**config.mk**
```make
export PLATFORM = sky130hd
export DESIGN_NAME = scmi_irq_gate
export DESIGN_NICKNAME = d
export VERILOG_FILES = /design/src/rtl/scmi_irq_pkg.sv /design/src/rtl/scmi_irq_chan.sv /design/src/rtl/scmi_irq_gate.sv
export SDC_FILE = /design/constraint.sdc
export NUM_CORES = 1
export LEC_CHECK = 0
export CORE_MARGIN = 3
export CORE_UTILIZATION = 30
export CTS_CLUSTER_SIZE = 14
export DETAILED_ROUTE_END_ITERATION = 8
export PLACE_DENSITY = 0.5
export SLEW_MARGIN = 10
export SYNTH_ARGS = -nofsm -noshare
export SYNTH_HDL_FRONTEND = slang
export SYNTH_SLANG_ARGS = --single-unit
export TNS_END_PERCENT = 10
```
**constraint.sdc**
```tcl
create_clock -name clk_i -period 4.4 [get_ports clk_i]
set_input_delay 0.88 -clock clk_i [delete_from_list [all_inputs] [get_ports clk_i]]
set_output_delay 0.88 -clock clk_i [all_outputs]
set_load 0.1 [all_outputs]
```
**src/rtl/scmi_irq_pkg.sv**
```systemverilog
// Shared types and defaults for the SCMI mailbox interrupt gate.
// Pure declarations: no latency, no backpressure.
package scmi_irq_pkg;

    localparam int unsigned NUM_CHANNELS_DEF  = 4;
    localparam int unsigned TIMEOUT_WIDTH_DEF = 16;

    typedef enum logic [1:0] {
        DB_IDLE    = 2'd0,
        DB_PEND    = 2'd1,
        DB_EXPIRED = 2'd2
    } db_state_e;

endpackage

```
**src/rtl/scmi_irq_chan.sv**
```systemverilog
// One mailbox channel: doorbell FSM with wait counter and overrun flag, plus completion flag.
// Latency 1 cycle from pulse/ack to flags; no backpressure (pulse inputs, level outputs).
module scmi_irq_chan
    import scmi_irq_pkg::*;
#(
    parameter int unsigned TimeoutWidth = TIMEOUT_WIDTH_DEF
) (
    input  logic                    clk,
    input  logic                    rst_n,
    input  logic                    db_pulse,
    input  logic                    cmp_pulse,
    input  logic                    db_ack,
    input  logic                    cmp_ack,
    input  logic [TimeoutWidth-1:0] timeout,
    output logic                    db_pending,
    output logic                    cmp_pending,
    output logic                    db_overrun,
    output logic                    expired
);

    localparam logic [TimeoutWidth-1:0] CNT_MAX = '1;
    localparam logic [TimeoutWidth-1:0] CNT_ONE = TimeoutWidth'(1);

    db_state_e               state_q, state_d;
    logic [TimeoutWidth-1:0] cnt_q, cnt_d;
    logic                    ovr_q, ovr_d;
    logic                    cmp_q, cmp_d;

    always_ff @(posedge clk) begin
        if (!rst_n) begin
            state_q <= DB_IDLE;
            cnt_q   <= '0;
            ovr_q   <= 1'b0;
            cmp_q   <= 1'b0;
        end else begin
            state_q <= state_d;
            cnt_q   <= cnt_d;
            ovr_q   <= ovr_d;
            cmp_q   <= cmp_d;
        end
    end

    always_comb begin
        state_d = state_q;
        cnt_d   = cnt_q;
        ovr_d   = ovr_q;
        // A new completion wins over an acknowledge in the same cycle.
        cmp_d   = cmp_pulse | (cmp_q & ~cmp_ack);
        case (state_q)
            DB_IDLE: begin
                cnt_d = '0;
                if (db_pulse) begin
                    state_d = DB_PEND;
                end
            end
            DB_PEND, DB_EXPIRED: begin
                if (db_ack) begin
                    // Ack with a fresh pulse re-arms the channel rather than dropping it.
                    ovr_d   = 1'b0;
                    cnt_d   = '0;
                    state_d = db_pulse ? DB_PEND : DB_IDLE;
                end else begin
                    if (db_pulse) begin
                        ovr_d = 1'b1;
                    end
                    if (state_q == DB_PEND) begin
                        if (cnt_q != CNT_MAX) begin
                            cnt_d = cnt_q + CNT_ONE;
                        end
                        // >= so a threshold lowered mid-wait still fires at once.
                        if ((timeout != '0) && (cnt_q >= timeout - CNT_ONE)) begin
                            state_d = DB_EXPIRED;
                        end
                    end
                end
            end
            default: begin
                state_d = DB_IDLE;
                cnt_d   = '0;
                ovr_d   = 1'b0;
            end
        endcase
    end

    assign db_pending  = (state_q != DB_IDLE);
    assign expired     = (state_q == DB_EXPIRED);
    assign db_overrun  = ovr_q;
    assign cmp_pending = cmp_q;

endmodule

```
**src/rtl/scmi_irq_gate.sv**
```systemverilog
// SCMI doorbell/completion interrupt gate: per-channel pending state reduced to three level irqs.
// Latency 1 cycle pulse to irq, masks combinational; no backpressure.
module scmi_irq_gate
    import scmi_irq_pkg::*;
#(
    parameter int unsigned NumChannels  = NUM_CHANNELS_DEF,
    parameter int unsigned TimeoutWidth = TIMEOUT_WIDTH_DEF
) (
    input  logic                    clk_i,
    input  logic                    rst_ni,
    input  logic [NumChannels-1:0]  doorbell_pulse_i,
    input  logic [NumChannels-1:0]  completion_pulse_i,
    input  logic [NumChannels-1:0]  db_en_i,
    input  logic [NumChannels-1:0]  cmp_en_i,
    input  logic [NumChannels-1:0]  db_ack_i,
    input  logic [NumChannels-1:0]  cmp_ack_i,
    input  logic [TimeoutWidth-1:0] timeout_i,
    output logic [NumChannels-1:0]  db_pending_o,
    output logic [NumChannels-1:0]  cmp_pending_o,
    output logic [NumChannels-1:0]  db_overrun_o,
    output logic [NumChannels-1:0]  timeout_ch_o,
    output logic                    db_irq_o,
    output logic                    cmp_irq_o,
    output logic                    timeout_irq_o
);

    for (genvar g = 0; g < NumChannels; g++) begin : g_chan
        scmi_irq_chan #(
            .TimeoutWidth (TimeoutWidth)
        ) u_chan (
            .clk         (clk_i),
            .rst_n       (rst_ni),
            .db_pulse    (doorbell_pulse_i[g]),
            .cmp_pulse   (completion_pulse_i[g]),
            .db_ack      (db_ack_i[g]),
            .cmp_ack     (cmp_ack_i[g]),
            .timeout     (timeout_i),
            .db_pending  (db_pending_o[g]),
            .cmp_pending (cmp_pending_o[g]),
            .db_overrun  (db_overrun_o[g]),
            .expired     (timeout_ch_o[g])
        );
    end

    // Masks only gate the irq lines; channel state ignores them.
    assign db_irq_o      = |(db_pending_o & db_en_i);
    assign cmp_irq_o     = |(cmp_pending_o & cmp_en_i);
    assign timeout_irq_o = |timeout_ch_o;

endmodule

```
# Word level (Yosys, flattened, before mapping)

Index checks and enable logic that the tools add are counted.

Add/subtract/negate cells: 5
Magnitude comparators: 4
Eq/ne operators: 28
Muxes and demuxes: 36
Bitwise logic cells: 23
Reduce and logical (&&, ||, !) cells: 36

Operator list:

| cell                                                   | count |
|---|---|
| adder 16 x 1 -> 16 bit (second input constant)         | 4 |
| >= comparator 16 bit                                   | 4 |
| inequality test 16 bit (second input constant)         | 4 |
| 2-to-1 mux 2 bit                                       | 16 |
| inequality test 3 x 2 -> 1 bit (second input constant) | 8 |
| case mux 2 bit (2 select lines)                        | 4 |
| AND reduction 2 bit                                    | 8 |
| nonzero test 16 bit                                    | 1 |
| subtractor 16 x 1 -> 16 bit (second input constant)    | 1 |
| inverter 1 bit                                         | 13 |
| 2-to-1 mux 1 bit                                       | 12 |
| inequality test 3 bit (second input constant)          | 4 |
| AND reduction 3 bit                                    | 4 |
| OR reduction 3 bit                                     | 4 |
| OR reduction 4 bit                                     | 3 |
| AND 4 bit                                              | 2 |
| == test 2 x 1 -> 1 bit (second input constant)         | 4 |
| == test 2 bit (second input constant)                  | 4 |
| logical NOT 2 bit                                      | 4 |
| inequality test 2 bit (second input constant)          | 4 |
| case mux 1 bit (2 select lines)                        | 4 |
| nonzero test 2 bit                                     | 4 |
| OR reduction 2 bit                                     | 4 |
| AND 1 bit                                              | 4 |
| other kinds (2)                                        | 8 |

Flip-flop bits (word level): 80
Word-level logic and storage cells: 148

# Logic depth before layout (Yosys ltp)

Depth after elaboration: 7
Depth in mapped cells: 13
Depth with buffers taken out: 12

# Cells and area by module

A second synthesis with hierarchy kept.

Cells, all modules: 804
Area total of the unflattened synthesis: 6,712.7 µm²

By module, submodules not included:

| module                                | times used | cells an instance | area an instance (µm²) | sequential area each (µm²) |
|---|---|---|---|---|
| scmi_irq_chan at g_chan[0].u_chan ... | 2          | 196               | 1,635.3                | 400.4 |
| scmi_irq_chan at g_chan[1].u_chan     | 1          | 204               | 1,749.2                | 400.4 |
| scmi_irq_chan at g_chan[3].u_chan     | 1          | 201               | 1,647.8                | 400.4 |
| scmi_irq_gate                         | 1          | 7                 | 45.0                   | 0.0 |

# Least setup slack after synthesis

Ideal clock, no wire load.

Path kind: input-to-reg
Start: input port timeout_i[0]
End: register g_chan[3].u_chan.state_q[0]
Data arrival time: 3.545 ns
Data required time: 4.328 ns
Setup slack: 0.783 ns
Cell stages on the path: 12
Path buffers: 1
Path through: inv_1 -> ha_1 -> or3b_2 -> clkbuf_1 -> nor4_1 -> xnor2_1 -> ha_1 -> and4_1 -> nand2_1 -> or3_1 -> a32oi_2 -> mux2i_1

Cells in the longest elaborated chain, start to end: 5
Elaborated cells between the ends (all ways): 6
Classes of those cells: add/sub: 1; order compare: 1; eq/ne: 1; reduce/logical: 3

RTL lines:

| element                                           | line                | RTL |
|---|---|---|
| start, declared                                   | scmi_irq_gate.sv:17 | `input logic [TimeoutWidth-1:0] timeout_i,` |
| subtractor 16 x 1 -> 16 bit                       | scmi_irq_chan.sv:71 | `if ((timeout != '0) && (cnt_q >= timeout - CNT_ONE)) begin` |
| >= comparator 16 bit                              | scmi_irq_chan.sv:71 |  |
| logical AND 1 bit *                               | scmi_irq_chan.sv:71 |  |
| inequality test 3 x 2 -> 1 bit (no source line) * | -                   |  |
| AND reduction 3 bit (no source line) *            | -                   |  |
| end signal, assigned                              | scmi_irq_chan.sv:36 | `state_q <= state_d;` |
| end, declared                                     | scmi_irq_chan.sv:24 | `db_state_e state_q, state_d;` |

Every way passes the cells marked *; elsewhere a longest branch is shown, timed or not.
A chain may end at the register's enable or synchronous reset.

# Worst setup path in the final report

Start: input port timeout_i[1]
End: register g_chan[2].u_chan.state_q[0]

Cells in the longest elaborated chain, start to end: 5
Elaborated cells between the ends (all ways): 6
Classes of those cells: add/sub: 1; order compare: 1; eq/ne: 1; reduce/logical: 3

RTL lines:

| element                                           | line |
|---|---|
| subtractor 16 x 1 -> 16 bit                       | scmi_irq_chan.sv:71 |
| >= comparator 16 bit                              | scmi_irq_chan.sv:71 |
| logical AND 1 bit *                               | scmi_irq_chan.sv:71 |
| inequality test 3 x 2 -> 1 bit (no source line) * | - |
| AND reduction 3 bit (no source line) *            | - |
| end signal, assigned                              | scmi_irq_chan.sv:36 |
| end, declared                                     | scmi_irq_chan.sv:24 |

Marked as above.

==> results by group <==
STA
  • Final hold vios: 0
  • Number of max-slew violations in the final report: 0
  • Crit path setup slack, layout: 0.388 ns
  • Final sum of negative setup slack: 0 ns
  • Final period demand of the worst path: ~4 ns
  • Period Utilization, post-route: between 90% and 100%
  • Tightest Pin Transition: approximately 1 ns
  • Worst hold slack across all endpoints: 0.485 ns
  • Achievable frequency: 249 MHz
  • Number of setup violations in the final report: 0
  • Slew Limit Headroom: 33.1%
  • Clock skew: 0.00915 ns
  • RSZ-0062 raised after global routing: no

GRT
  • Overall overflow remaining after global route: 0
  • Number of antenna violations at the first check in global routing: 0
  • Via count of the first global-routing pass: between 4000 and 5000
  • GRT Util Overall: 15.2%
  • Wire length of the first global-routing pass: ~25000 µm
  • Pin count of the biggest net entering global routing: 18

CTS
  • Clk pin slew, worst setup/hold paths: ~0.050 ns
  • CTS Hold Buffers Added: 0
  • Clock tree from TritonCTS: built
  • Number of buffers inserted to repair setup after CTS: 0
  • Number of buffers created by CTS: 9
  • Post-cts repair resize count: 0
  • Number of levels in the clock H-tree: 3
  • Sink Count: 80
  • Worst-Skew Late Latency: between 0.3 and 0.4 ns
  • Root cell of the clock tree: clkbuf_16
  • Maximum number of buffers from clock root to sink: 2

Yosys
  • Number of flops mapped to enable cells by yosys: 0
  • Number of nets produced by synthesis: approximately 800
  • Mapped Avg Cell Area: ~8.6 µm²
  • Area of the mapped netlist: roughly 0.0058 mm²
  • Count of yosys warnings during synthesis: 0
  • Library cell with the largest summed area after synthesis: dfxtp_1
  • Count of mapped cells out of synthesis: between 600 and 700
  • Post-synthesis sequential area ratio: between 20 and 30%
  • Share of Yosys cell area claimed by the top area cell type: between 20% and 30%
  • Area contributors post-synth: dfxtp_1 (28%), ha_1 (18%), xor2_1 (5.0%), nor2_1 (4.9%), xnor2_1 (3.9%)
  • Main synth FF type: dfxtp_1
  • Fraction of synthesis flops using an asynchronous set or reset pin: 0%
  • Netlist cell types: 50
  • Flop and latch count out of synthesis: 80

Routing
  • Vias per cell: between 5 and 6
  • Residual DRC: 0
  • Number of vias after detailed routing: 4962
  • Number of search-and-repair iterations in the first detailed-routing pass: 4
  • Total detailed-routing wirelength: about 16000 µm
  • Detailed router's first-iteration violation count: 217
  • WL per Instance: between 15 and 20 µm
  • ANT nets after route: 0

Power and ir drop
  • Pwr dens: around 330 mW/mm²
  • Worst vdd ir: ~0.23 mV
  • Leakage: ~2.7 nW

Setup path
  • Cell-by-cell listing of the critical path: clkdlybuf4s50_1 > inv_1 > ha_1 > or3b_2 > buf_4 > nor4_1 > xnor2_1 > ha_1 > and4_1 > nand2_1 > nor3_1 > o2111ai_1 > a32oi_2 > mux2i_1
  • CP max-delay cell: or3b_2
  • Required time worst endpoint: ~4.7 ns
  • Maximum cell stage delay along the critical path: roughly 0.50 ns
  • Crit path top cell by count: ha_1
  • Largest fanout on the critical path: 7
  • Critical path endpoint category: flop
  • Arrival @ worst endpoint: 4.29 ns
  • Startpoint Class: primary input
  • Worst path buffer plus inverter count: 3
  • Top delay family on crit path: simple AND/OR/NAND/NOR gates
  • Critical path class: in -> reg

Outcome
  • Outcome: finished clean

Layout
  • Post-synthesis to final-layout area growth: 19.5%
  • Highest-count cells in the layout ignoring fill and taps: ha_1 (82), dfxtp_1 (80), nor2_1 (76)
  • Ratio of cells with drive above 1 in the final layout: around 5.5%
  • Commonest non-fill, non-tap cell in the layout: ha_1
  • Final cell utilization of the core: a little over a third
  • Number of nets at the end of the flow: 851
  • Filler instances: about 1900
  • Inserted Diodes: 0

Floorplan
  • Die Wd: roughly 140 µm
  • Initial core utilization: a little under a third
  • Floorplan die area: about 0.021 mm²
  • Site row count: 50
  • Total I/O pin count: 61
  • Placeable Area: about 0.019 mm²
  • Die boundary height: roughly 140 µm

Placement
  • Worst slack after detailed placement: between 0.02 and 0.03 ns
  • Dpl hpwl: approximately 12000 µm
  • Global placer's final weighted congestion: 0.857
  • Number of input and output port buffers inserted: 60

Worst hold path
  • Type of the worst min-delay path: reg -> reg

Flow run
  • Maximum capacitance violations: 0
==> metal layers <==
layer  wire, µm  track usage, %
met5          0               0
met4        435            7.02
met3        420            2.63
met2       7820            26.5
met1       6870            18.2
==> worst paths after layout <==
path                                                                from                                       end  slack, ns  cells past startpoint
worst min-delay path            g_chan[1].u_chan.db_overrun$_SDFFE_PN0P_  g_chan[1].u_chan.db_overrun$_SDFFE_PN0P_       0.48                      2
worst max register to register    g_chan[2].u_chan.cnt_q[3]$_SDFFE_PP0P_  g_chan[2].u_chan.state_q[1]$_SDFFE_PN0P_       2.24                      7
worst max-delay path                                        timeout_i[1]  g_chan[2].u_chan.state_q[0]$_SDFFE_PN0P_       0.39                     14
worst min register to register  g_chan[1].u_chan.db_overrun$_SDFFE_PN0P_  g_chan[1].u_chan.db_overrun$_SDFFE_PN0P_       0.48                      2
==> logic make-up (layout without fill, tap and decap cells) <==
group,after synthesis,after routing,synth area share (%)
muxes,7,7,1.21
buffers and inverters,58,119,4.84
and+or+nand+nor,269,269,23.9
xor gates and xnor gates,62,62,10.1
AOI/OAI and AO/OA,113,113,14.4
DFF,80,80,27.8
adders and majority gates,82,82,17.8
==> final cells by class <==
class / count / area (µm²) / area share (%)
Clock inverter: 3 / 17.5 / 0.254
Multi-Input combinational cell: 533 / 3890 / 56.4
Clock buffer: 13 / 250 / 3.63
Inverter: 29 / 109 / 1.58
Sequential cell: 80 / 1600 / 23.2
Tap cell: 260 / 325 / 4.72
Timing Repair Buffer: 74 / 701 / 10.2
==> Yosys cell counts, types with 5 or more instances <==
master	number
dfxtp_1	80
buf_4	16
nor2b_1	10
nand2_1	45
o21a_1	6
ha_1	82
a31oi_1	14
nor3_1	13
and4_1	11
or3b_2	5
o21ai_0	21
nand2b_1	8
or3_1	16
nor4_1	8
nand3_1	33
mux2i_1	7
nor3b_1	5
a21o_1	13
a21oi_1	20
xnor2_1	26
xor2_1	33
and3_1	6
clkbuf_1	11
nor2_1	76
nand4_1	22
inv_1	29
and2_1	5
==> flip-flops by register name, summed over array words and instances (netlist names) <==
register / flops
g_chan.u_chan.state_q: 8
g_chan.u_chan.cmp_pending: 4
g_chan.u_chan.cnt_q: 64
g_chan.u_chan.db_overrun: 4
==> stage by stage <==
step                      power, mW  cells  instance area [µm²]
after detailed placement       1.60    976                 6630
after global placement         1.58    976                 6630
final                          2.26    992                 6890
after floorplan                1.40    671                 5770
after global routing           2.37    992                 6890
after CTS                      2.30    992                 6890
==> power breakdown <==
part	switching, mW	leakage, nW	internal [mW]
combinational	0.534	1.92	0.260
clock	0.292	0.130	0.396
sequential	0.0282	0.647	0.753
==> worst min-delay path, cell delays in order, from the launching register on <==
cell	delay (ns)
dfxtp_1	0.32
a21oi_1	0.05
nor2_1	0.08
No activity file was read; power rests on OpenSTA's default activity.
